## src/rtl/rvh_l1d_pkg.sv

```systemverilog
// Shared L1D types for the AMO/reservation controller: widths, store opcodes,
// AMO FSM state and the captured-request payload.
package rvh_l1d_pkg;

   localparam int unsigned XLEN                   = 64;
   localparam int unsigned PADDR_WIDTH            = 56;
   localparam int unsigned ROB_TAG_WIDTH          = 6;
   localparam int unsigned PREG_TAG_WIDTH         = 7;
   localparam int unsigned STU_OP_WIDTH           = 5;
   localparam int unsigned LSU_DATA_PIPE_COUNT    = 2;
   localparam int unsigned L1D_LINE_OFFSET_WIDTH  = 6;
   localparam int unsigned L1D_STB_LINE_ADDR_SIZE = PADDR_WIDTH - L1D_LINE_OFFSET_WIDTH;

   // LR, SC and AMO encodings are kept contiguous so classification is a range check
   localparam logic [STU_OP_WIDTH-1:0] STU_SB       = 5'd0;
   localparam logic [STU_OP_WIDTH-1:0] STU_SH       = 5'd1;
   localparam logic [STU_OP_WIDTH-1:0] STU_SW       = 5'd2;
   localparam logic [STU_OP_WIDTH-1:0] STU_SD       = 5'd3;
   localparam logic [STU_OP_WIDTH-1:0] STU_LRW      = 5'd4;
   localparam logic [STU_OP_WIDTH-1:0] STU_LRD      = 5'd5;
   localparam logic [STU_OP_WIDTH-1:0] STU_SCW      = 5'd6;
   localparam logic [STU_OP_WIDTH-1:0] STU_SCD      = 5'd7;
   localparam logic [STU_OP_WIDTH-1:0] STU_AMOSWAPW = 5'd8;
   localparam logic [STU_OP_WIDTH-1:0] STU_AMOSWAPD = 5'd9;
   localparam logic [STU_OP_WIDTH-1:0] STU_AMOADDW  = 5'd10;
   localparam logic [STU_OP_WIDTH-1:0] STU_AMOADDD  = 5'd11;
   localparam logic [STU_OP_WIDTH-1:0] STU_AMOANDW  = 5'd12;
   localparam logic [STU_OP_WIDTH-1:0] STU_AMOANDD  = 5'd13;
   localparam logic [STU_OP_WIDTH-1:0] STU_AMOORW   = 5'd14;
   localparam logic [STU_OP_WIDTH-1:0] STU_AMOORD   = 5'd15;
   localparam logic [STU_OP_WIDTH-1:0] STU_AMOXORW  = 5'd16;
   localparam logic [STU_OP_WIDTH-1:0] STU_AMOXORD  = 5'd17;
   localparam logic [STU_OP_WIDTH-1:0] STU_AMOMAXW  = 5'd18;
   localparam logic [STU_OP_WIDTH-1:0] STU_AMOMAXD  = 5'd19;
   localparam logic [STU_OP_WIDTH-1:0] STU_AMOMAXUW = 5'd20;
   localparam logic [STU_OP_WIDTH-1:0] STU_AMOMAXUD = 5'd21;
   localparam logic [STU_OP_WIDTH-1:0] STU_AMOMINW  = 5'd22;
   localparam logic [STU_OP_WIDTH-1:0] STU_AMOMIND  = 5'd23;
   localparam logic [STU_OP_WIDTH-1:0] STU_AMOMINUW = 5'd24;
   localparam logic [STU_OP_WIDTH-1:0] STU_AMOMINUD = 5'd25;

   typedef enum logic [2:0] {
      StIdle,
      StFlush1,
      StSend,
      StFlush2,
      StWait
   } amo_state_e;

   typedef struct packed {
      logic [ROB_TAG_WIDTH-1:0]  rob_tag;
      logic [PREG_TAG_WIDTH-1:0] prd;
      logic [STU_OP_WIDTH-1:0]   opcode;
      logic [PADDR_WIDTH-1:0]    paddr;
      logic [XLEN-1:0]           data;
   } amo_req_t;

   function automatic logic is_amo_op(input logic [STU_OP_WIDTH-1:0] op);
      return (op >= STU_LRW) && (op <= STU_AMOMINUD);
   endfunction

   function automatic logic is_lr_op(input logic [STU_OP_WIDTH-1:0] op);
      return (op == STU_LRW) || (op == STU_LRD);
   endfunction

   function automatic logic is_sc_op(input logic [STU_OP_WIDTH-1:0] op);
      return (op == STU_SCW) || (op == STU_SCD);
   endfunction

   function automatic logic [L1D_STB_LINE_ADDR_SIZE-1:0] line_of(
      input logic [PADDR_WIDTH-1:0] paddr
   );
      return paddr[PADDR_WIDTH-1 -: L1D_STB_LINE_ADDR_SIZE];
   endfunction

endpackage

```

## src/rtl/rvh_l1d_amo_rsv_entry.sv

```systemverilog
// Single LR/SC reservation: valid bit, reserved line and an idle-cycle lifetime counter.
// Any clear source in the same cycle as a set wins.
module rvh_l1d_amo_rsv_entry
   import rvh_l1d_pkg::*;
#(
   parameter int unsigned N_ST_PORT   = 2,
   parameter int unsigned RSV_TIMEOUT = 64
) (
   input  logic                              clk,
   input  logic                              rst,
   input  logic                              tick_i,
   input  logic                              set_i,
   input  logic [L1D_STB_LINE_ADDR_SIZE-1:0] set_line_i,
   input  logic                              clr_i,
   input  logic                              snp_inv_vld_i,
   input  logic [L1D_STB_LINE_ADDR_SIZE-1:0] snp_inv_line_addr_i,
   input  logic                              evict_vld_i,
   input  logic [L1D_STB_LINE_ADDR_SIZE-1:0] evict_line_addr_i,
   input  logic [N_ST_PORT-1:0]              st_clr_vld_i,
   input  logic [L1D_STB_LINE_ADDR_SIZE-1:0] st_clr_line_i [N_ST_PORT-1:0],
   output logic                              rsv_vld_o,
   output logic [L1D_STB_LINE_ADDR_SIZE-1:0] rsv_line_o
);

   localparam int unsigned CntW = 10;

   logic                              valid_q, valid_d;
   logic [L1D_STB_LINE_ADDR_SIZE-1:0] line_q, line_d;
   logic [CntW-1:0]                   cnt_q, cnt_d;
   logic [L1D_STB_LINE_ADDR_SIZE-1:0] tgt_line;
   logic                              st_hit;
   logic                              expire;
   logic                              kill;

   always_comb begin
      // Compare against the incoming line on a set so a same-cycle snoop still kills it
      tgt_line = set_i ? set_line_i : line_q;
      st_hit   = 1'b0;
      for (int k = 0; k < N_ST_PORT; k++) begin
         if (st_clr_vld_i[k] && (st_clr_line_i[k] == tgt_line)) begin
            st_hit = 1'b1;
         end
      end
      expire = valid_q && tick_i && (cnt_q <= CntW'(1));
      kill   = clr_i || st_hit || expire
            || (snp_inv_vld_i && (snp_inv_line_addr_i == tgt_line))
            || (evict_vld_i && (evict_line_addr_i == tgt_line));

      valid_d = valid_q;
      line_d  = line_q;
      cnt_d   = cnt_q;
      if (set_i) begin
         valid_d = 1'b1;
         line_d  = set_line_i;
         cnt_d   = CntW'(RSV_TIMEOUT);
      end else if (valid_q && tick_i && (cnt_q != '0)) begin
         cnt_d = cnt_q - CntW'(1);
      end
      if (kill) begin
         valid_d = 1'b0;
         cnt_d   = '0;
      end
   end

   always_ff @(posedge clk) begin
      if (rst) begin
         valid_q <= 1'b0;
         line_q  <= '0;
         cnt_q   <= '0;
      end else begin
         valid_q <= valid_d;
         line_q  <= line_d;
         cnt_q   <= cnt_d;
      end
   end

   assign rsv_vld_o  = valid_q;
   assign rsv_line_o = line_q;

endmodule

```

## src/rtl/rvh_l1d_amo_rsv_ctrl.sv

```systemverilog
// Serialises LR/SC/AMO requests in front of the store buffer (fence, op, fence, wait for
// ROB writeback) and tracks the LR reservation used to qualify SC.
module rvh_l1d_amo_rsv_ctrl
   import rvh_l1d_pkg::*;
#(
   parameter int unsigned N_ST_PORT   = 2,
   parameter int unsigned N_WB_PORT   = LSU_DATA_PIPE_COUNT,
   parameter int unsigned RSV_TIMEOUT = 64
) (
   input  logic                              clk,
   input  logic                              rst,
   input  logic [N_ST_PORT-1:0]              ls_pipe_amo_ctrl_st_req_vld_i,
   input  logic [N_ST_PORT-1:0]              ls_pipe_amo_ctrl_st_req_is_fence_i,
   input  logic [ROB_TAG_WIDTH-1:0]          ls_pipe_amo_ctrl_st_req_rob_tag_i [N_ST_PORT-1:0],
   input  logic [PREG_TAG_WIDTH-1:0]         ls_pipe_amo_ctrl_st_req_prd_i     [N_ST_PORT-1:0],
   input  logic [STU_OP_WIDTH-1:0]           ls_pipe_amo_ctrl_st_req_opcode_i  [N_ST_PORT-1:0],
   input  logic [PADDR_WIDTH-1:0]            ls_pipe_amo_ctrl_st_req_paddr_i   [N_ST_PORT-1:0],
   input  logic [XLEN-1:0]                   ls_pipe_amo_ctrl_st_req_data_i    [N_ST_PORT-1:0],
   output logic [N_ST_PORT-1:0]              ls_pipe_amo_ctrl_st_req_rdy_o,
   output logic [N_ST_PORT-1:0]              amo_ctrl_stb_st_req_vld_o,
   output logic [N_ST_PORT-1:0]              amo_ctrl_stb_st_req_is_fence_o,
   output logic [ROB_TAG_WIDTH-1:0]          amo_ctrl_stb_st_req_rob_tag_o [N_ST_PORT-1:0],
   output logic [PREG_TAG_WIDTH-1:0]         amo_ctrl_stb_st_req_prd_o     [N_ST_PORT-1:0],
   output logic [STU_OP_WIDTH-1:0]           amo_ctrl_stb_st_req_opcode_o  [N_ST_PORT-1:0],
   output logic [PADDR_WIDTH-1:0]            amo_ctrl_stb_st_req_paddr_o   [N_ST_PORT-1:0],
   output logic [XLEN-1:0]                   amo_ctrl_stb_st_req_data_o    [N_ST_PORT-1:0],
   input  logic [N_ST_PORT-1:0]              amo_ctrl_stb_st_req_rdy_i,
   output logic                              amo_ctrl_stb_st_req_no_fence_wb_resp_o,
   output logic                              amo_ctrl_stb_st_req_sc_rt_check_succ_o,
   input  logic [N_WB_PORT-1:0]              l1d_rob_wb_vld_i,
   input  logic [ROB_TAG_WIDTH-1:0]          l1d_rob_wb_rob_tag_i [N_WB_PORT-1:0],
   input  logic                              snp_inv_vld_i,
   input  logic [L1D_STB_LINE_ADDR_SIZE-1:0] snp_inv_line_addr_i,
   input  logic                              evict_vld_i,
   input  logic [L1D_STB_LINE_ADDR_SIZE-1:0] evict_line_addr_i,
   output logic                              in_amo_state_o,
   output logic                              rsv_vld_o
);

   amo_state_e                        state_q, state_d;
   amo_req_t                          amo_req_q, amo_req_d;
   logic [N_ST_PORT-1:0]              amo_sel;
   logic                              amo_accept;
   logic                              older_vld;
   logic                              blocked;
   logic                              wb_hit;
   logic                              rsv_set;
   logic                              sc_done;
   logic [N_ST_PORT-1:0]              st_clr_vld;
   logic [L1D_STB_LINE_ADDR_SIZE-1:0] st_clr_line [N_ST_PORT-1:0];
   logic [L1D_STB_LINE_ADDR_SIZE-1:0] rsv_line;

   // Port steering: younger ports stall behind the first AMO, which only goes when oldest
   always_comb begin
      older_vld = 1'b0;
      blocked   = 1'b0;
      amo_sel   = '0;
      for (int k = 0; k < N_ST_PORT; k++) begin
         ls_pipe_amo_ctrl_st_req_rdy_o[k]  = 1'b0;
         amo_ctrl_stb_st_req_vld_o[k]      = 1'b0;
         amo_ctrl_stb_st_req_is_fence_o[k] = ls_pipe_amo_ctrl_st_req_is_fence_i[k];
         amo_ctrl_stb_st_req_rob_tag_o[k]  = ls_pipe_amo_ctrl_st_req_rob_tag_i[k];
         amo_ctrl_stb_st_req_prd_o[k]      = ls_pipe_amo_ctrl_st_req_prd_i[k];
         amo_ctrl_stb_st_req_opcode_o[k]   = ls_pipe_amo_ctrl_st_req_opcode_i[k];
         amo_ctrl_stb_st_req_paddr_o[k]    = ls_pipe_amo_ctrl_st_req_paddr_i[k];
         amo_ctrl_stb_st_req_data_o[k]     = ls_pipe_amo_ctrl_st_req_data_i[k];
         if ((state_q == StIdle) && !blocked) begin
            if (ls_pipe_amo_ctrl_st_req_vld_i[k]
                && is_amo_op(ls_pipe_amo_ctrl_st_req_opcode_i[k])) begin
               blocked                          = 1'b1;
               amo_sel[k]                       = !older_vld;
               ls_pipe_amo_ctrl_st_req_rdy_o[k] = !older_vld;
            end else begin
               amo_ctrl_stb_st_req_vld_o[k]     = ls_pipe_amo_ctrl_st_req_vld_i[k];
               ls_pipe_amo_ctrl_st_req_rdy_o[k] = amo_ctrl_stb_st_req_rdy_i[k];
            end
         end
         older_vld = older_vld | ls_pipe_amo_ctrl_st_req_vld_i[k];
      end
      if (state_q != StIdle) begin
         amo_ctrl_stb_st_req_vld_o[0]      = (state_q != StWait);
         amo_ctrl_stb_st_req_is_fence_o[0] = (state_q != StSend);
         amo_ctrl_stb_st_req_rob_tag_o[0]  = amo_req_q.rob_tag;
         amo_ctrl_stb_st_req_prd_o[0]      = amo_req_q.prd;
         amo_ctrl_stb_st_req_opcode_o[0]   = amo_req_q.opcode;
         amo_ctrl_stb_st_req_paddr_o[0]    = amo_req_q.paddr;
         amo_ctrl_stb_st_req_data_o[0]     = amo_req_q.data;
      end
   end

   always_comb begin
      amo_accept = 1'b0;
      amo_req_d  = amo_req_q;
      for (int k = 0; k < N_ST_PORT; k++) begin
         if (amo_sel[k]) begin
            amo_accept = 1'b1;
            amo_req_d  = '{
               rob_tag: ls_pipe_amo_ctrl_st_req_rob_tag_i[k],
               prd:     ls_pipe_amo_ctrl_st_req_prd_i[k],
               opcode:  ls_pipe_amo_ctrl_st_req_opcode_i[k],
               paddr:   ls_pipe_amo_ctrl_st_req_paddr_i[k],
               data:    ls_pipe_amo_ctrl_st_req_data_i[k]
            };
         end
      end
   end

   always_comb begin
      wb_hit = 1'b0;
      for (int i = 0; i < N_WB_PORT; i++) begin
         if (l1d_rob_wb_vld_i[i] && (l1d_rob_wb_rob_tag_i[i] == amo_req_q.rob_tag)) begin
            wb_hit = 1'b1;
         end
      end
   end

   always_comb begin
      state_d = state_q;
      unique case (state_q)
         StIdle:   if (amo_accept)                   state_d = StFlush1;
         StFlush1: if (amo_ctrl_stb_st_req_rdy_i[0]) state_d = StSend;
         StSend:   if (amo_ctrl_stb_st_req_rdy_i[0]) state_d = StFlush2;
         StFlush2: if (amo_ctrl_stb_st_req_rdy_i[0]) state_d = StWait;
         StWait:   if (wb_hit)                       state_d = StIdle;
         default:                                    state_d = StIdle;
      endcase
   end

   always_ff @(posedge clk) begin
      if (rst) begin
         state_q   <= StIdle;
         amo_req_q <= '0;
      end else begin
         state_q   <= state_d;
         amo_req_q <= amo_req_d;
      end
   end

   // Plain stores hitting the line kill the reservation; LR/SC are handled by the FSM
   always_comb begin
      for (int k = 0; k < N_ST_PORT; k++) begin
         st_clr_vld[k]  = amo_ctrl_stb_st_req_vld_o[k] && amo_ctrl_stb_st_req_rdy_i[k]
                       && !amo_ctrl_stb_st_req_is_fence_o[k]
                       && !is_lr_op(amo_ctrl_stb_st_req_opcode_o[k])
                       && !is_sc_op(amo_ctrl_stb_st_req_opcode_o[k]);
         st_clr_line[k] = line_of(amo_ctrl_stb_st_req_paddr_o[k]);
      end
   end

   assign rsv_set = (state_q == StWait) && wb_hit && is_lr_op(amo_req_q.opcode);
   assign sc_done = (state_q == StWait) && wb_hit && is_sc_op(amo_req_q.opcode);

   rvh_l1d_amo_rsv_entry #(
      .N_ST_PORT   (N_ST_PORT),
      .RSV_TIMEOUT (RSV_TIMEOUT)
   ) u_rsv_entry (
      .clk                 (clk),
      .rst                 (rst),
      .tick_i              (state_q == StIdle),
      .set_i               (rsv_set),
      .set_line_i          (line_of(amo_req_q.paddr)),
      .clr_i               (sc_done),
      .snp_inv_vld_i       (snp_inv_vld_i),
      .snp_inv_line_addr_i (snp_inv_line_addr_i),
      .evict_vld_i         (evict_vld_i),
      .evict_line_addr_i   (evict_line_addr_i),
      .st_clr_vld_i        (st_clr_vld),
      .st_clr_line_i       (st_clr_line),
      .rsv_vld_o           (rsv_vld_o),
      .rsv_line_o          (rsv_line)
   );

   assign in_amo_state_o                         = (state_q != StIdle);
   assign amo_ctrl_stb_st_req_no_fence_wb_resp_o = in_amo_state_o;
   assign amo_ctrl_stb_st_req_sc_rt_check_succ_o =
      rsv_vld_o && (line_of(amo_req_q.paddr) == rsv_line);

endmodule

```

## config.mk

```make
export PLATFORM = sky130hd
export DESIGN_NAME = rvh_l1d_amo_rsv_ctrl
export DESIGN_NICKNAME = d
export VERILOG_FILES = /design/src/rtl/rvh_l1d_pkg.sv /design/src/rtl/rvh_l1d_amo_rsv_entry.sv /design/src/rtl/rvh_l1d_amo_rsv_ctrl.sv
export SDC_FILE = /design/constraint.sdc
export NUM_CORES = 1
export LEC_CHECK = 0
export ABC_CLOCK_PERIOD_IN_PS = 4200
export BUFFER_PORTS_ARGS = -buffer_cell sky130_fd_sc_hd__buf_4
export CORE_AREA = 5 5 261 263
export CTS_BUF_LIST = sky130_fd_sc_hd__clkbuf_16
export DETAILED_ROUTE_END_ITERATION = 10
export DIE_AREA = 0 0 266 268
export PLACE_DENSITY = 0.43
export SLEW_MARGIN = 20
export SYNTH_ARGS = -nofsm -noshare
export SYNTH_HDL_FRONTEND = slang
export SYNTH_SLANG_ARGS = --single-unit
```

## constraint.sdc

```tcl
create_clock -name clk -period 4.2 [get_ports clk]
set_input_delay 0.21 -clock clk [delete_from_list [all_inputs] [get_ports clk]]
set_output_delay 0.21 -clock clk [all_outputs]
set_load 0.05 [all_outputs]
```

* Word-level counts from Yosys, hierarchy flattened
Index checks and enable logic that the tools add are counted.
** Word-level totals
- Register bits :: 202
- Bits of input ports :: 400
- Output and inout port bits :: 286
- Word-level logic and storage cells :: 134
** Operators by class
- Add/sub/neg operators :: 1
- Magnitude comparators :: 5
- Equal/unequal tests :: 30
- Multiplexer cells :: 36
- Reductions and logical operators :: 52
** Operator list (count)
- two-way mux 138 bit :: 2
- == test 50 bit :: 5
- two-way mux 64 bit :: 1
- == test 5 x 3 -> 1 bit (second input constant) :: 12
- two-way mux 56 bit :: 1
- two-way mux 50 bit :: 1
- logical AND 1 bit :: 26
- two-way mux 7 bit :: 3
- two-way mux 1 bit :: 20
- two-way mux 3 bit :: 5
- case mux 3 bit (5 select lines) :: 1
- == test 6 bit :: 2
- greater-or-equal comparator 5 x 3 -> 1 bit (second input constant) :: 2
- less-or-equal comparator 10 x 1 -> 1 bit (second input constant) :: 1
- less-or-equal comparator 5 bit (second input constant) :: 2
- logical OR 1 bit :: 10
- != test 2 bit (second input constant) :: 5
- nonzero test 10 bit :: 1
- subtractor 10 x 1 -> 10 bit (second input constant) :: 1
- logical NOT 1 bit :: 8
- == test 3 x 2 -> 1 bit (second input constant) :: 2
- two-way mux 6 bit :: 1
- two-way mux 5 bit :: 1
- AND reduction 5 bit :: 1
- other kinds (9) :: 10

* Logic depth before layout (Yosys ltp)
Gate-level depths: netlist of run 1.
- Word-level depth :: 19
- Depth in mapped cells :: 15
- Depth with buffers taken out :: 11

* Hierarchy
From an unflattened synthesis of run 1, not the netlist that was laid out.
** Second synthesis, totals
- Cells, all modules :: 1790
- Area total of the unflattened synthesis :: 14302.5 sq um
** By module, submodules not included
- rvh_l1d_amo_rsv_ctrl :: instances 1, cells an instance 1286, area each 9192.6 sq um, sequential area each 2822.7 sq um
- rvh_l1d_amo_rsv_entry :: instances 1, cells an instance 504, area each 5109.9 sq um, sequential area each 1221.2 sq um

* Worst setup path before layout of run 1
OpenSTA, ideal clock, no wires.
- Path type :: register to register
- From :: register state_q[2]
- To :: register u_rsv_entry.cnt_q[1]
- Library setup time :: 0.123 ns
- Arrival :: 3.392 ns
- Data required time :: 4.077 ns
- Setup slack :: 0.685 ns
- Stages on the path, launching flop included :: 14
- Path buffers :: 5
- Period minus slack after synthesis :: 3.515 ns
- Cells stage by stage :: dfxtp_1 -> buf_2 -> nor3_2 -> buf_2 -> buf_2 -> clkbuf_1 -> nand2_1 -> nor3_1 -> nand4b_1 -> nor3_1 -> nand4_1 -> o41ai_2 -> buf_6 -> nor4_2
** Between the ends
- Longest elaborated chain between the ends :: 16
- Elaborated cells between the ends (all ways) :: 53
- Those cells by class :: eq/ne: 11; mux: 10; reduce/logical: 32
** Ends and longest elaborated chain
- start, declared :: RTL line rvh_l1d_amo_rsv_ctrl.sv:40 : amo_state_e state_q, state_d;
- start signal, assigned :: RTL line rvh_l1d_amo_rsv_ctrl.sv:131 : state_q <= StIdle;
- start signal, assigned :: RTL line rvh_l1d_amo_rsv_ctrl.sv:134 : state_q <= state_d;
- logical NOT 3 bit (*) :: RTL line rvh_l1d_amo_rsv_ctrl.sv:67 : if ((state_q == StIdle) && !blocked) begin
- two-way mux 1 bit :: RTL line rvh_l1d_amo_rsv_ctrl.sv:67
- logical NOT 1 bit :: RTL line rvh_l1d_amo_rsv_ctrl.sv:67
- logical AND 1 bit (*) :: RTL line rvh_l1d_amo_rsv_ctrl.sv:67
- two-way mux 1 bit (*) :: RTL line rvh_l1d_amo_rsv_ctrl.sv:67
- named net amo_ctrl_stb_st_req_vld_o[1] :: RTL line rvh_l1d_amo_rsv_ctrl.sv:20 : output logic [N_ST_PORT-1:0] amo_ctrl_stb_st_req_vld_o,
- logical AND 1 bit (*) :: RTL line rvh_l1d_amo_rsv_ctrl.sv:142 : st_clr_vld[k] = amo_ctrl_stb_st_req_vld_o[k] && amo_ctrl_stb_st_req_rdy_i[k]
- logical AND 1 bit (*) :: RTL line rvh_l1d_amo_rsv_ctrl.sv:143 : && !amo_ctrl_stb_st_req_is_fence_o[k]
- logical AND 1 bit (*) :: RTL line rvh_l1d_amo_rsv_ctrl.sv:144 : && !is_lr_op(amo_ctrl_stb_st_req_opcode_o[k])
- logical AND 1 bit (*) :: RTL line rvh_l1d_amo_rsv_ctrl.sv:145 : && !is_sc_op(amo_ctrl_stb_st_req_opcode_o[k]);
- logical AND 1 bit (*) :: RTL line rvh_l1d_amo_rsv_entry.sv:40 : if (st_clr_vld_i[k] && (st_clr_line_i[k] == tgt_line)) begin
- two-way mux 1 bit (*) :: RTL line rvh_l1d_amo_rsv_entry.sv:40
- logical OR 1 bit (*) (2 in a row) :: RTL line rvh_l1d_amo_rsv_entry.sv:45 : kill = clr_i || st_hit || expire
- logical OR 1 bit (*) :: RTL line rvh_l1d_amo_rsv_entry.sv:46 : || (snp_inv_vld_i && (snp_inv_line_addr_i == tgt_line))
- logical OR 1 bit (*) :: RTL line rvh_l1d_amo_rsv_entry.sv:47 : || (evict_vld_i && (evict_line_addr_i == tgt_line));
- OR reduction 3 bit (no source line) (*)
- end signal, assigned :: RTL line rvh_l1d_amo_rsv_entry.sv:73 : cnt_q <= cnt_d;
- end, declared :: RTL line rvh_l1d_amo_rsv_entry.sv:29 : logic [CntW-1:0] cnt_q, cnt_d;
The timed path passes the listed nets; every way through them passes the cells marked *.
A chain may end at the register's enable or synchronous reset.

* Worst setup path after layout of run 1
- From :: register state_q[1]
- To :: register u_rsv_entry.cnt_q[0]
** Between the ends
- Longest elaborated chain between the ends :: 16
- Elaborated cells between the ends (all ways) :: 53
- Those cells by class :: eq/ne: 11; mux: 10; reduce/logical: 32
** Ends and longest elaborated chain
- parallel branches: the longest is 16 deep, another holds two-way mux 50 bit
Several ways; the timed one is not identified.

==> results.cfg, run 1 <==
[outcome]
outcome = finished clean

[power]
p_switching_uw = 4030
leakagePower_uw = 0.0103
power.internal_uw = 4960
ir_drop_mv = 0.295
seq_power_share = 0.248
p_comb_frac = 0.467
power_frac_clock = 0.284
power.density_nw_per_um2 = 372
switching_share = 0.448

[sta]
drv_slew = 0
fin_ws_ns = 0.237
finalCritPeriodShare = 0.943
holdWs_ns = 0.0469
hold_viol_final = 0
rsz0062_at_grt = no
max_freq_ghz = 0.252
period_minus_slack_ns = 3.96
relSlewSlack = 0.279
finalSetupViolCount = 0
finalSetupTns_ns = 0
tightest_slew_ns = 1.07
finalClockSkew_ns = 0.0186

[synth]
ys.flop_type = dfxtp_1
yosys.area.top_type = dfxtp_1
ys_seq_elements = 202
async_flop_share = 0
postSynthCellCount = 2218
synth_top_area_frac = 0.260
synth_edf_count = 0
yosysUniqueCellTypes = 77
synth_area_per_cell_um2 = 7.02
netlist_area_um2 = 15600
ys_warn_count = 0
netlist_top_cells_area = dfxtp_1 (26%), nand2_1 (13%), xnor2_1 (8.5%)
yosysSeqAreaShare = 0.260
syn_nets = 2620

[grt]
grt_antenna_before_repair = 13
grt_start_max_net_pins = 140
grt_pass1_wl_mm = 150
grtUsageTotal = 0.288
first_global_vias = 19766
grt_overflow_total = 0

[placed_design]
dp_slack_ns = 0.316
portBuffers = 685
gp_congestion = 1.04
place_inst = 3513
dp_hpwl_mm = 86.8

[drt]
antenna_left = 0
firstDrtPassIters = 6
drc_errors = 0
routedWlPerCell_um = 28.6
routed_wl_mm = 110
vias = 19738
drtIter0Drc = 1715
viasPerCell = 5.14

[layout]
finalNetCount = 3350
finish.utilization = 0.370
final_common_cell = buf_4
fin_cells = 3837
area_delta_synth_final_pct = 55.3
mostFrequentLayoutCells = buf_4 (731), nand2_1 (546), dlygate4sd3_1 (268), a21oi_1 (221), dfxtp_1 (202)
layout-drive-gt1-share = 0.278

[floorplan]
die-area_um2 = 71300
ios = 686
die_y_um = 268
initial_core_util = 0.238
core_um2 = 65400
rows = 94
dieWidth_um = 266

[clock_network]
cts_htree_levels = 1
numCtsBuffers = 29
cts_tree = done
postCtsResizedCells = 0
clock_path_buffers = 3
holdBufCountCts = 268
clk-insertion-delay-late_ns = 0.60
postCtsSetupBuffers = 0
clkSinkCount = 202
clk_pin_slew_ns = 0.06
cts_root_buf = clkbuf_16

[critical_path]
worstPathRequired_ns = 4.67
reg2reg_from = state_q[1]
reg2reg_to = u_rsv_entry.cnt_q[0]
worstSetupStartpointType = register
ff2ff_setup_slack_ns = 0.24
critPathKind = register to register
end_kind = register
crit_arrival_ns = 4.44
ff2ff_path_depth = 12
path_max_fanout = 32

[hold_path]
hold_depth = 3
hp-class = primary input to register
min_from = ls_pipe_amo_ctrl_st_req_paddr_i[77]
hold_path_end = amo_req_q[85]

[flow_run]
drv_cap = 0
-- cells in the mapped netlist (all sizes together) (9+ instances only) --
master / count
nand2b: 16
o22ai: 31
and2: 12
nand2: 547
clkbuf: 125
a211oi: 9
dfxtp: 202
nor4: 43
nand4: 37
a21oi: 225
a22oi: 137
a2111oi: 9
buf: 182
xor2: 96
inv: 90
o21ai: 49
nor2: 70
nand3: 27
xnor2: 152
nor3: 31
a221oi: 12
mux2i: 14
-- logic make-up (layout without fill, tap and decap cells) --
kind of cell / after synthesis / count (layout) / synth area share
AOI/OAI and AO/OA: 526 / 526 / 0.216
xor gates and xnor gates: 248 / 248 / 0.139
adders and majority gates: 2 / 2 / 0.00161
buffers and inverters: 397 / 1147 / 0.134
DFF: 202 / 202 / 0.260
muxes: 18 / 18 / 0.0127
other: 0 / 5 / 0
and+or+nand+nor: 825 / 825 / 0.236
-- final cells by class --
cell class	count	area (um2)
Clock buffer	29	726
Tap cell	864	1080
Sequential cell	202	4040
Inverter	90	340
Timing Repair Buffer	1006	8300
Multi-Input combinational cell	1619	9470
Antenna cell	5	12.5
Fill cell	7106	41200
Clock inverter	22	216
-- flip-flops by register name (all words and copies together) (netlist names) --
| name | count |
|---|---|
| u_rsv_entry.rsv_line_o | 50 |
| u_rsv_entry.cnt_q | 10 |
| state_q | 3 |
| amo_req_q | 138 |
| u_rsv_entry.rsv_vld_o | 1 |
-- critical path, stage by stage (launching register included) --
cell	delay, ns
dfxtp_1	0.40
nor2_2	0.17
nand4_2	0.16
or2_1	0.48
nor2_4	0.19
buf_4	0.38
a21oi_1	0.22
xnor2_1	0.18
or4_1	0.51
nor4_1	0.39
nor4b_2	0.37
buf_4	0.28
nor4_1	0.08
-- worst max path at each step --
stage               slack [ns]                    to           start  cells past startpoint
global route              0.05  u_rsv_entry.cnt_q[0]      state_q[1]                     12
finish                    0.24  u_rsv_entry.cnt_q[0]      state_q[1]                     12
detailed placement        0.32  u_rsv_entry.cnt_q[1]      state_q[1]                     12
floorplan                 0.69  u_rsv_entry.cnt_q[1]      state_q[2]                     13
global placement          0.37  u_rsv_entry.cnt_q[0]  amo_req_q[137]                     12
CTS                       0.31  u_rsv_entry.cnt_q[1]      state_q[1]                     12
-- per-layer routing --
metal	share of wire	GRT usage
met5	0	0
met4	0.054	0.128
met3	0.081	0.0632
met2	0.49	0.509
met1	0.37	0.336
-- per-stage QoR --
stage,cell area [um2],power (uW)
3_3_place_gp,20500,6160
5_1_grt,24200,9300
6_report,24200,8990
3_5_place_dp,20500,6150
2_1_floorplan,15600,4530
4_1_cts,24200,9030
-- power groups by stage --
stage / logic, uW / registers (uW) / clock network [uW]
final: 4200 / 2230 / 2560
after global routing: 4390 / 2240 / 2660
after CTS: 4200 / 2230 / 2610
after detailed placement: 3880 / 2270 / 0
after global placement: 3890 / 2270 / 0
after floorplan: 2380 / 2160 / 0
Power figures use the tool's default switching activity.
==> inputs of run 2 (changes only) <==
Settings changed: CELL_PAD_IN_SITES_DETAIL_PLACEMENT from default to 0, CELL_PAD_IN_SITES_GLOBAL_PLACEMENT from default to 1, CORE_AREA 5 5 261 263 to 5 5 266 268, DIE_AREA 0 0 266 268 to 0 0 271 273, PLACE_DENSITY 0.43 to 0.57.
==> run 2 against run 1 <==
  * Non-clock buffer count rose by 9
  * Clock skew rose by 0.0013 ns
  * Largest power group unchanged
  * Worst setup slack got worse by 0.012 ns
  * Maximum frequency fell by 0.29%
  * Clock power fell by 7%
  * Via count fell by 0.76%
  * Largest cell class unchanged
  * Clock-buffer cell count fell by 1
  * Critical endpoint unchanged
  * First-iteration DRC count fell by 9.7%
  * Sequential cell count did not move
  * Global-route usage fell by 1.5 points
==> results.cfg, run 2 (same netlist as run 1, synthesis figures left out) <==
[outcome]
outcome = finished clean

[hold_path]
hp-class = primary input to register

[drt]
wl_met3_mm = 7.65
routedWlPerCell_um = 27.9
drc_errors = 0
wl_met1_mm = 43.0
viasPerCell = 5.08
antenna_left = 0
vias = 19588
top_layer = met5
drtIter0Drc = 1549
routed_wl_mm = 108
firstDrtPassIters = 7
wl_met2_mm = 52.4

[sta]
tightest_slew_ns = 1.12
rsz0062_at_grt = no
finalSetupTns_ns = 0
max_freq_ghz = 0.252
finalSetupViolCount = 0
drv_slew = 0
finalClockSkew_ns = 0.0199
hold_viol_final = 0
finalCritPeriodShare = 0.946
relSlewSlack = 0.252
period_minus_slack_ns = 3.97

[clock_network]
cts_tree = done
clkSinkCount = 202
cts_root_buf = clkbuf_16
clock_path_buffers = 3
cts_htree_levels = 1
numCtsBuffers = 28
clk-insertion-delay-late_ns = 0.61
clk_pin_slew_ns = 0.06

[grt]
grt_start_max_net_pins = 82
grt_overflow_total = 0
grt_antenna_before_repair = 3
grtUsageTotal = 0.273
grt_pass1_wl_mm = 149
first_global_vias = 19952

[floorplan]
ios = 686
rows = 96
die-area_um2 = 74000
dieWidth_um = 271
die_y_um = 273
core_um2 = 68100
initial_core_util = 0.229

[placed_design]
portBuffers = 685
dp_hpwl_mm = 86.3
place_inst = 3545
gp_congestion = 1.01

[layout]
finalNetCount = 3358
largest_reg_flops = 138
fin_cells = 3858
area_delta_synth_final_pct = 55.2
mostFrequentLayoutCells = buf_4 (746), nand2_1 (546), dlygate4sd3_1 (263), a21oi_1 (221), dfxtp_1 (202)
layout-drive-gt1-share = 0.282
largest-register = amo_req_q
final_common_cell = buf_4

[critical_path]
path_max_fanout = 18
worstSetupStartpointType = register
critPathKind = register to register
end_kind = register
crit_arrival_ns = 4.45
worstPathRequired_ns = 4.68

[power]
ir_drop_mv = 0.200
power.density_nw_per_um2 = 363
leakagePower_uw = 0.0103

[flow_run]
drv_cap = 0
==> run 2: cell types whose count changed in the layout (fill, tap and decap cells not counted), sizes merged, moves of 2 or more <==
cell,before,now
buf,738,752
dlygate4sd3,268,263
bufinv,4,2
clkinvlp,0,2
diode,5,3
inv,96,94
==> run 2: per-stage QoR <==
step                      setup WS, ns   util  power [uW]  hold WS [ns]  area [um2]
after floorplan                  0.685      -        4530         0.349       15600
after global placement           0.383  0.303        6160         0.442       20700
after detailed placement         0.319  0.303        6150         0.447       20700
after CTS                        0.300  0.355        8830       0.00151       24200
after global routing            0.0632  0.355        9110        0.0131       24200
final                            0.226  0.355        8770        0.0107       24200
==> run 2: final timing paths <==
check                              end                                start  slack [ns]  cells past startpoint
setup / recovery  u_rsv_entry.cnt_q[0]                           state_q[1]        0.23                     11
hold / removal           amo_req_q[97]  ls_pipe_amo_ctrl_st_req_paddr_i[89]        0.01                      3
setup reg to reg  u_rsv_entry.cnt_q[0]                           state_q[1]        0.23                     11
hold reg to reg          amo_req_q[64]                        amo_req_q[64]        0.45                      2
==> run 2: worst max-delay path, cell delays in order, from the launching register on <==
cell	delay, ns
dfxtp_1	0.40
nor2_2	0.19
nand4_2	0.20
or2_1	0.51
nor2_4	0.53
a21oi_1	0.08
nor4_1	0.25
nand4b_1	0.22
or4_1	0.67
o41ai_2	0.43
buf_4	0.28
nor4_1	0.09
==> run 2: final cells by class <==
type | count | area, um2
clock buffers | 28 | 701
diodes | 3 | 7.51
well taps | 882 | 1100
fillers | 7347 | 43900
multi-input cells | 1619 | 9470
clock inverters | 19 | 165
repair buffers | 1015 | 8340
inverters | 90 | 340
flip-flops and latches | 202 | 4040
==> run 2: power by group <==
group	total [uW]	switching, uW	leakage [uW]	internal (uW)
registers	2240	182	0.00165	2050
logic	4170	2760	0.00822	1410
clock network	2370	1040	0.000436	1330
total	8770	3980	0.0103	4790
==> run 2: routing by layer <==
layer  vias up  GRT usage
met5         -          0
met4         2     0.0929
met3       168     0.0529
met2       978      0.485
met1      9521      0.332
li1       8919          -
==> run 2: repair_timing <==
action / 4_1_cts / 5_1_grt
hold endpoints to repair: 139 / 0
resized for setup: 0 / 0
buffers inserted: 0 / 0
hold buffers: 263 / 0
==> inputs of run 3 (changes only) <==
==> constraint.sdc (replaced) <==
create_clock -name clk -period 4.2 [get_ports clk]
set_input_delay 0.63 -clock clk [delete_from_list [all_inputs] [get_ports clk]]
set_output_delay 0.63 -clock clk [all_outputs]
set_load 0.05 [all_outputs]
==> run 3 against run 2 <==
  * Worst setup slack got worse by 0.062 ns
  * Clock-buffer cell count increased by 1
  * Utilization decreased by 3.5 points
  * Via count decreased by 5.9%
  * Sequential cell count unchanged
  * Power increased by 1.4%
==> results.cfg, run 3 (same netlist as run 1, synthesis figures left out) <==
[clock_network]
cts_root_buf = clkbuf_16
cts_htree_levels = 1
postCtsResizedCells = 0
holdBufCountCts = 0
clkSinkCount = 202
clk_pin_slew_ns = 0.06
clk-insertion-delay-late_ns = 0.58
clock_path_buffers = 3
numCtsBuffers = 28
cts_tree = done
postCtsSetupBuffers = 0

[sta]
finalSetupTns_ns = 0
max_freq_ghz = 0.248
drv_slew = 0
relSlewSlack = 0.184
tightest_slew_ns = 1.21
finalCritPeriodShare = 0.961
hold_viol_final = 0
holdWs_ns = 0.346
finalSetupViolCount = 0
finalClockSkew_ns = 0.0161
period_minus_slack_ns = 4.04
rsz0062_at_grt = no

[power]
p_comb_frac = 0.441
p_switching_uw = 3930
power_frac_clock = 0.310
switching_share = 0.441
seq_power_share = 0.249
power.density_nw_per_um2 = 409
ir_drop_mv = 0.276
leakagePower_uw = 0.00954
power.internal_uw = 4970

[grt]
first_global_vias = 18641
grt_antenna_before_repair = 3
grt_start_max_net_pins = 140
grt_overflow_total = 0
grt_pass1_wl_mm = 147
grtUsageTotal = 0.274

[layout]
layout-drive-gt1-share = 0.312
largest_reg_flops = 138
finalNetCount = 3099
final_common_cell = buf_4
largest-register = amo_req_q
mostFrequentLayoutCells = buf_4 (748), nand2_1 (546), a21oi_1 (221), dfxtp_1 (202), xnor2_1 (152)
area_delta_synth_final_pct = 39.7

[critical_path]
path_max_fanout = 8
end_kind = output pin
cpMostUsedCell = nor4_1
worstPathRequired_ns = 3.57
crit_arrival_ns = 3.41
critPathKind = register to output pin
slowest_stage = nor4_1
path_cells = xor2_1 -> nor4_1 -> nand4_1 -> nor4_1 -> buf_4
cp_slowest_stage_delay_ns = 0.72
worstSetupStartpointType = register

[drt]
antenna_left = 0
routed_wl_mm = 107
viasPerCell = 5.12
drc_errors = 0
drtIter0Drc = 1512
firstDrtPassIters = 7
vias = 18431
routedWlPerCell_um = 29.8

[floorplan]
core_um2 = 68100
dieWidth_um = 271
die_y_um = 273
ios = 686
rows = 96
initial_core_util = 0.229
die-area_um2 = 74000

[hold_path]
hp-class = primary input to register

[outcome]
outcome = finished clean

[flow_run]
drv_cap = 0

[placed_design]
dp_hpwl_mm = 87.7
portBuffers = 685
gp_congestion = 0.988
run 3: final timing paths:
check | slack, ns | from | depth (start not counted) | end
worst max-delay path | 0.16 | u_rsv_entry.rsv_line_o[24] | 5 | amo_ctrl_stb_st_req_sc_rt_check_succ_o
worst min-delay path | 0.35 | ls_pipe_amo_ctrl_st_req_data_i[84] | 3 | amo_req_q[20]
worst max register to register | 0.33 | state_q[1] | 12 | u_rsv_entry.cnt_q[0]
worst min register to register | 0.46 | amo_req_q[131] | 2 | amo_req_q[131]
run 3: worst max-delay path: cells and delay by family, from the launching register on:
kind | cells | cell delay (ns)
AND/OR/NAND/NOR | 3 | 1.59
flip-flops | 1 | 0.62
buffers and inverters | 1 | 0.33
XOR/XNOR | 1 | 0.28
run 3: metrics by stage:
step	setup slack (ns)	utilization	cell area, um2	total power [uW]	instances
after CTS	0.291	0.319	21800	8970	3599
final	0.164	0.319	21800	8900	3600
after floorplan	0.456	-	15600	4530	2218
after detailed placement	0.194	0.304	20700	6180	3549
after global routing	0.0995	0.319	21800	9230	3600
after global placement	0.223	0.304	20700	6190	3549
run 3: cell type report:
class	instances	area, um2
tap	882	1100
clock inverter	21	309
antenna	1	2.50
inverter	90	340
fill	7450	46300
sequential	202	4040
timing repair buffer	756	5770
clock buffer	29	726
multi-input combinational	1619	9470
run 3: per-layer routing:
layer	part of all wire	vias to the layer above	global-route usage
met5	0.00012	-	0
met4	0.046	2	0.106
met3	0.069	163	0.0540
met2	0.49	900	0.483
met1	0.40	8975	0.328
li1	-	8391	-
run 3: power by group through the flow:
stage                     combinational, uW  clock (uW)  sequential (uW)
final                                  3920        2760             2220
after global routing                   4110        2890             2230
after CTS                              3930        2820             2210
after detailed placement               3920           0             2260
after global placement                 3940           0             2250
after floorplan                        2380           0             2160
